===== config.mk =====
export PLATFORM = sky130hd
export DESIGN_NAME = tile_pixel_encoder
export DESIGN_NICKNAME = d
export VERILOG_FILES = /design/src/rtl/tile_pixel_encoder.sv
export SDC_FILE = /design/constraint.sdc
export NUM_CORES = 2
export LEC_CHECK = 0
export ABC_AREA = 1
export CAP_MARGIN = 25
export CORE_MARGIN = 3
export CORE_UTILIZATION = 57
export CTS_CLUSTER_DIAMETER = 50
export DETAILED_ROUTE_END_ITERATION = 10
export PLACE_DENSITY = 0.76
export SKIP_LAST_GASP = 1
export SYNTH_ARGS = -nofsm -noshare
export SYNTH_HDL_FRONTEND = slang
export SYNTH_SLANG_ARGS = --single-unit

===== constraint.sdc =====
create_clock -name Clk -period 10.5 [get_ports Clk]
set_input_delay 1.575 -clock Clk [delete_from_list [all_inputs] [get_ports Clk]]
set_output_delay 1.575 -clock Clk [all_outputs]
set_load 0.01 [all_outputs]

===== src/rtl/tile_pixel_encoder.sv =====
// Encodes a raster stream of RGB888 pixels into 4-bit palette indices and stores them in a 20x20 tile memory.
// Zero-latency write, 1-cycle registered read; pix_ready is high only in LOAD, with 1 pixel/clock throughput.
// Optional macro TILE_ENC_NEAREST_EN maps unmatched colours to the nearest palette entry instead of flagging err.
module tile_pixel_encoder #(
    parameter int TILE_W = 20,
    parameter int TILE_H = 20,
    parameter int DEPTH  = TILE_W * TILE_H,
    parameter int ADDR_W = 9,
    parameter int IDX_W  = 4
) (
    input  logic              Clk,
    input  logic              Reset,
    input  logic              start,
    input  logic              pix_valid,
    input  logic [23:0]       pix_color,
    output logic              pix_ready,
    input  logic [ADDR_W-1:0] read_address,
    output logic [IDX_W-1:0]  output_index,
    output logic              busy,
    output logic              done,
    output logic              err,
    output logic [ADDR_W-1:0] err_addr
);

    typedef enum logic [1:0] {ST_IDLE, ST_LOAD, ST_DONE} state_t;

    localparam int                NUM_PAL = 9;
    localparam logic [ADDR_W-1:0] LAST    = ADDR_W'(DEPTH - 1);
    localparam logic [23:0] PAL [NUM_PAL] = '{
        24'h800080, 24'h888173, 24'h0A0000, 24'hFFFFEF, 24'hFFC89C,
        24'hE6570C, 24'hAB3A00, 24'h756C5F, 24'hE33F00
    };

    state_t            r_state;
    logic [ADDR_W-1:0] r_addr;
    logic [IDX_W-1:0]  r_out;
    logic [IDX_W-1:0]  r_mem [0:DEPTH-1];

    logic              w_xfer;
    logic [IDX_W-1:0]  w_idx;

    assign w_xfer       = (r_state == ST_LOAD) && pix_valid;
    assign pix_ready    = (r_state == ST_LOAD);
    assign busy         = (r_state == ST_LOAD);
    assign done         = (r_state == ST_DONE);
    assign output_index = r_out;

`ifdef TILE_ENC_NEAREST_EN
    function automatic logic [9:0] absdiff(input logic [7:0] a, input logic [7:0] b);
        return (a > b) ? {2'b00, 8'(a - b)} : {2'b00, 8'(b - a)};
    endfunction

    logic [9:0] w_dist;
    logic [9:0] w_best;

    // Strict less-than while scanning upward keeps the lowest index on ties.
    always_comb begin
        w_idx  = '0;
        w_best = '1;
        w_dist = '0;
        for (int i = 0; i < NUM_PAL; i++) begin
            w_dist = absdiff(pix_color[23:16], PAL[i][23:16])
                   + absdiff(pix_color[15:8],  PAL[i][15:8])
                   + absdiff(pix_color[7:0],   PAL[i][7:0]);
            if (w_dist < w_best) begin
                w_best = w_dist;
                w_idx  = IDX_W'(i);
            end
        end
    end

    assign err      = 1'b0;
    assign err_addr = '0;
`else
    logic              w_miss;
    logic              r_err;
    logic [ADDR_W-1:0] r_err_addr;

    // Scanning downward lets the lowest matching index overwrite any higher one.
    always_comb begin
        w_idx  = '0;
        w_miss = 1'b1;
        for (int i = NUM_PAL - 1; i >= 0; i--) begin
            if (pix_color == PAL[i]) begin
                w_idx  = IDX_W'(i);
                w_miss = 1'b0;
            end
        end
    end

    always_ff @(posedge Clk) begin
        if (Reset) begin
            r_err      <= 1'b0;
            r_err_addr <= '0;
        end else if ((r_state != ST_LOAD) && start) begin
            r_err      <= 1'b0;
            r_err_addr <= '0;
        end else if (w_xfer && w_miss && !r_err) begin
            r_err      <= 1'b1;
            r_err_addr <= r_addr;
        end
    end

    assign err      = r_err;
    assign err_addr = r_err_addr;
`endif

    always_ff @(posedge Clk) begin
        if (Reset) begin
            r_state <= ST_IDLE;
            r_addr  <= '0;
        end else begin
            case (r_state)
                ST_IDLE, ST_DONE: begin
                    if (start) begin
                        r_state <= ST_LOAD;
                        r_addr  <= '0;
                    end
                end
                ST_LOAD: begin
                    if (w_xfer) begin
                        if (r_addr == LAST) begin
                            r_state <= ST_DONE;
                            r_addr  <= '0;
                        end else begin
                            r_addr <= r_addr + ADDR_W'(1);
                        end
                    end
                end
                default: begin
                    r_state <= ST_IDLE;
                    r_addr  <= '0;
                end
            endcase
        end
    end

    // Memory is never cleared; reset only blocks a write issued in the same cycle.
    always_ff @(posedge Clk) begin
        if (!Reset && w_xfer) begin
            r_mem[r_addr] <= w_idx;
        end
    end

    always_ff @(posedge Clk) begin
        if (Reset) begin
            r_out <= '0;
        end else if (read_address <= LAST) begin
            r_out <= r_mem[read_address];
        end else begin
            r_out <= '0;
        end
    end

endmodule


# Word level (Yosys, flattened, before mapping)
# Memory sizes are Yosys's and may differ from the RTL's. A register that Yosys moved wholly into a read port is not among the register bits.
# Cells that the tools add are included.
# word_totals
mem_bits_ro	0
inputBits	37
n_memories	1
latchBits	0
mem_bits_rw	1600
word_cells	65
reg_bits	21
# op_classes
add_sub_neg	1
magnitude_cmp	1
n_mux	28
div	0
shifts	0
n_bitwise	1
reduce_logical	13
eq_ne	16
n_mul	0
# mem_list
memory	words	word_bits	rd	rd_ports_with_merged_regs	wr	line	rtl
r_mem	400	4	1	1	1	37	logic [IDX_W-1:0] r_mem [0:DEPTH-1];
# op_table
op	count
24-bit equality test, second input constant	7
4-bit 2-to-1 mux	9
9-bit 2-to-1 mux	3
24-bit by 20-bit equality test with 1-bit output, second input constant	1
24-bit by 23-bit equality test with 1-bit output, second input constant	1
9-bit case mux with 2 select lines	1
1-bit 2-to-1 mux	11
9-bit by 1-bit adder with 9-bit output, second input constant	1
9-bit equality test, second input constant	1
9-bit <= comparator, second input constant	1
2-bit 2-to-1 mux	3
2-bit by 1-bit != test with 1-bit output, second input constant	3
2-bit OR reduction	3
1-bit logical AND	5
2-bit case mux with 2 select lines	1
3-bit AND reduction	1
2-bit by 1-bit equality test with 1-bit output, second input constant	1
2-bit equality test, second input constant	1
1-bit zero test	2
2-bit zero test	1
2-bit != test, second input constant	1
2-bit AND reduction	1
1-bit inverter	1

# Longest topological paths before layout
# logic_depth
depth_word	12
depth_mapped	18
mapped_depth_nobuf	15

# Worst setup path after synthesis
# OpenSTA, ideal clock, no wires.
# synth_path
path_type	in2reg
from	input pix_color[4]
to	memory r_mem[0][1] (data pin)
cell_stages	6
setup_slack_ns	0.036
arrival_ns	7.829
t_required_ns	7.864
path_cell_list	inv_1 > nor2_1 > nand3_1 > nor2_1 > nand4_1 > nand4_1
# synth_between
elab_chain_cells	9
# synth_rtl
item	line	rtl
start, declared	15	input logic [23:0] pix_color,
24-bit by 23-bit equality test with 1-bit output	84	if (pix_color == PAL[i]) begin
4-bit 2-to-1 mux (7 in a row)	84	
4-bit 2-to-1 mux *	84	
via w_idx[1]	40	logic [IDX_W-1:0] w_idx;
end, declared	37	
# Mark *: on every way through the listed nets, which the timed path passes. The rest lies on a longest branch.

# Worst setup path in the final report
# layout_path
from	input read_address[0]
to	register r_out[0], in the netlist output_index[0] (read register of r_mem)
# layout_between
elab_chain_cells	3
# layout_rtl
item	line	rtl
start, declared	17	input logic [ADDR_W-1:0] read_address,
9-bit <= comparator	148	end else if (read_address <= LAST) begin
1-bit inverter (no source line)	n/a	
2-bit OR reduction (no source line)	n/a	
end, declared	36	logic [IDX_W-1:0] r_out;
# Parallel ways exist; a longest one is shown, timed or not.
# A chain may end at the register's enable or synchronous reset.

==> impl_metrics.toml <==
[power]
p_leak_uw = 0.0256
ir_worst_vdd_mv = 0.169
powerDensity_nw_per_um2 = 178

[grt]
top_usage_layer = "met2"
grt_first_pass_wirelength_um = 265000
antenna_found_initial = 2
use_met1 = 0.373
grtUsageMet2 = 0.450
grt_max_degree = 201
overflow = 0
gr-usage-met3 = 0.0501
grt_pass1_vias = 45500
grt_usage = 0.277

[routing]
drt_first_iter_violations = 6405
vias = 47400
ant_nets = 0
dr.pass1.iters = 6
drt-total-wl_um = 175000
wl_per_cell_um = 22.3
drc_errors = 0
via_per_inst = 6.03

[hold_path]
hp-class = "flip-flop to flip-flop"
hold-path-cell-count = 2

[logic_synthesis]
synth_seq_cells = 1625
synth_flop_cell = "edfxtp_1"
ys_types = 32
synth_edf_count = 1600
synth_cells = 6253
yosysTopAreaCell = "edfxtp_1"
synth_area_leaders = "edfxtp_1 70%, nand2_1 9.7%, nand3_1 7.4%"
syn-num-nets = 6294
yosysMostFrequentCell = "nand2_1"
syn_area_um2 = 68400
yosys_warnings = 0
seq_area_frac_synth = 0.710
syn_avg_cell_area_um2 = 10.9
yosys-top-cells-count = "1776 x nand2_1, 1600 x edfxtp_1, 1008 x nand3_1"
async_flop_share = 0
synth_top_area_share = 0.702

[floorplanning]
dieArea_um2 = 124000
die_h_um = 352
io_pins = 54
rows = 126
die_x_um = 352
start_util = 0.577
coreArea_um2 = 119000

[clock_network]
h-tree-depth = 4
cts_tree = "yes"
cts_hold_buffers = 0
root_buffer = "clkbuf_16"
cts_made_buffers = 160
clk_path_buf_depth = 3
clock_latency_ns = 0.77
cts.sinks = 1625
cts_resized = 0
cts_setup_buffers = 0
clk_pin_slew_ns = 0.06

[timing]
min_period_over_period = 0.481
fin_skew_ns = 0.0311
hold_viol = 0
setup_tns_ns = 0
worstMarginPinSlew_ns = 1.14
min_period_ns = 5.05
setup_viol = 0
achievable-frequency_ghz = 0.198
rsz0062_at_grt = "false"
drv_slew = 0
relSlewSlack = 0.242

[worst_setup_path]
startpoint_type = "primary input"
crit_type = "primary input to flip-flop"
crit_arrival_ns = 5.75
cp.required_ns = 11.21
ff2ff_path_depth = 7
endpoint_kind = "flip-flop"
path_max_fanout = 115

[final_layout]
nNetsFinal = 6176
area_delta_synth_final_pct = 9.47
utilization = 0.632
drive_gt1_frac = 0.0533
stdcell_count = 7863

[job]
max_cap_viol_count = 0

[placement]
dpl.hpwl_um = 94100
io_buffers = 53
placedCellCount = 7571
gp_congestion = 0.863

[run_status]
outcome = "finished, final reports clean"
[metrics by stage]
step	area, µm²	worst slack, ns	hold slack, ns	power, µW
global route	74900	5.34	0.480	13600
global placement	69700	4.92	0.454	7790
finish	74900	5.45	0.462	13300
floorplan	68400	0.0356	0.473	7620
detailed placement	69700	4.78	0.456	7810
CTS	74800	5.59	0.465	13300
[power breakdown]
group          internal, µW  leakage, µW  switching (µW)
combinational           188       0.0111             484
clock                  3220      0.00250            2380
sequential             7010       0.0121            2.32
[cell type report]
| class | instances | area, µm² |
|---|---|---|
| Inverter | 216 | 865 |
| Antenna cell | 1 | 2.50 |
| Clock inverter | 91 | 817 |
| Timing Repair Buffer | 123 | 1210 |
| Clock buffer | 198 | 4290 |
| Tap cell | 1600 | 2000 |
| Fill cell | 8861 | 43700 |
| Multi-Input combinational cell | 4009 | 17100 |
| Sequential cell | 1625 | 48500 |
[worst max-delay path, stage by stage]
cell     delay [ns]
buf_8          0.57
buf_4          0.90
buf_4          0.93
nor2_1         0.16
nor2_1         0.16
o21ai_0        0.14
nand3_1        0.16
nand3_1        0.11
a21oi_1        0.26
nor2_1         0.08
nand2_1        0.06
nand2_1        0.10
nand2_1        0.08
nand2_1        0.11
a21oi_1        0.16
[routing by layer]
metal | share of wire | vias up
li1 | - | 21300
met1 | 0.38 | 22800
met2 | 0.48 | 2864
met3 | 0.11 | 445
met4 | 0.041 | 2
met5 | 0.000074 | -
[cells by family after synthesis]
| family | count (synthesis) | synth area share |
|---|---|---|
| AND/OR/NAND/NOR | 3660 | 0.221 |
| flip-flops | 1625 | 0.710 |
| buffers and inverters | 619 | 0.0405 |
| AO/OA/AOI/OAI | 343 | 0.0279 |
| adder cells (fa/ha/maj) | 4 | 0.000732 |
| XOR/XNOR | 2 | 0.000256 |
[path summary, 6_finish.rpt]
| kind | start | to | slack (ns) |
|---|---|---|---|
| worst max-delay path | read_address[0] | output_index[0] | 5.45 |
| worst min-delay path | err_addr[6] | err_addr[6] | 0.46 |
| worst max register to register | r_state[0] | r_mem[254][2] | 7.19 |
| worst min register to register | err_addr[6] | err_addr[6] | 0.46 |
[state kept, by name, summed over array words and instances (netlist names)]
signal and cells:
r_state 2, r_addr 9, err 1, output_index 4
err_addr 9, r_mem 1600
[layout by cell type, fill, tap and decap left out, types with 30 or more instances in the layout]
master	instances
nand3_1	1008
o211ai_1	53
clkinv_1	36
edfxtp_1	1600
nor2_1	825
clkbuf_16	164
o21ai_1	30
o21ai_0	195
buf_4	60
nand2_1	1760
clkdlybuf4s50_1	49
inv_1	208
a21oi_1	46
No activity file was read; power rests on OpenSTA's default activity.
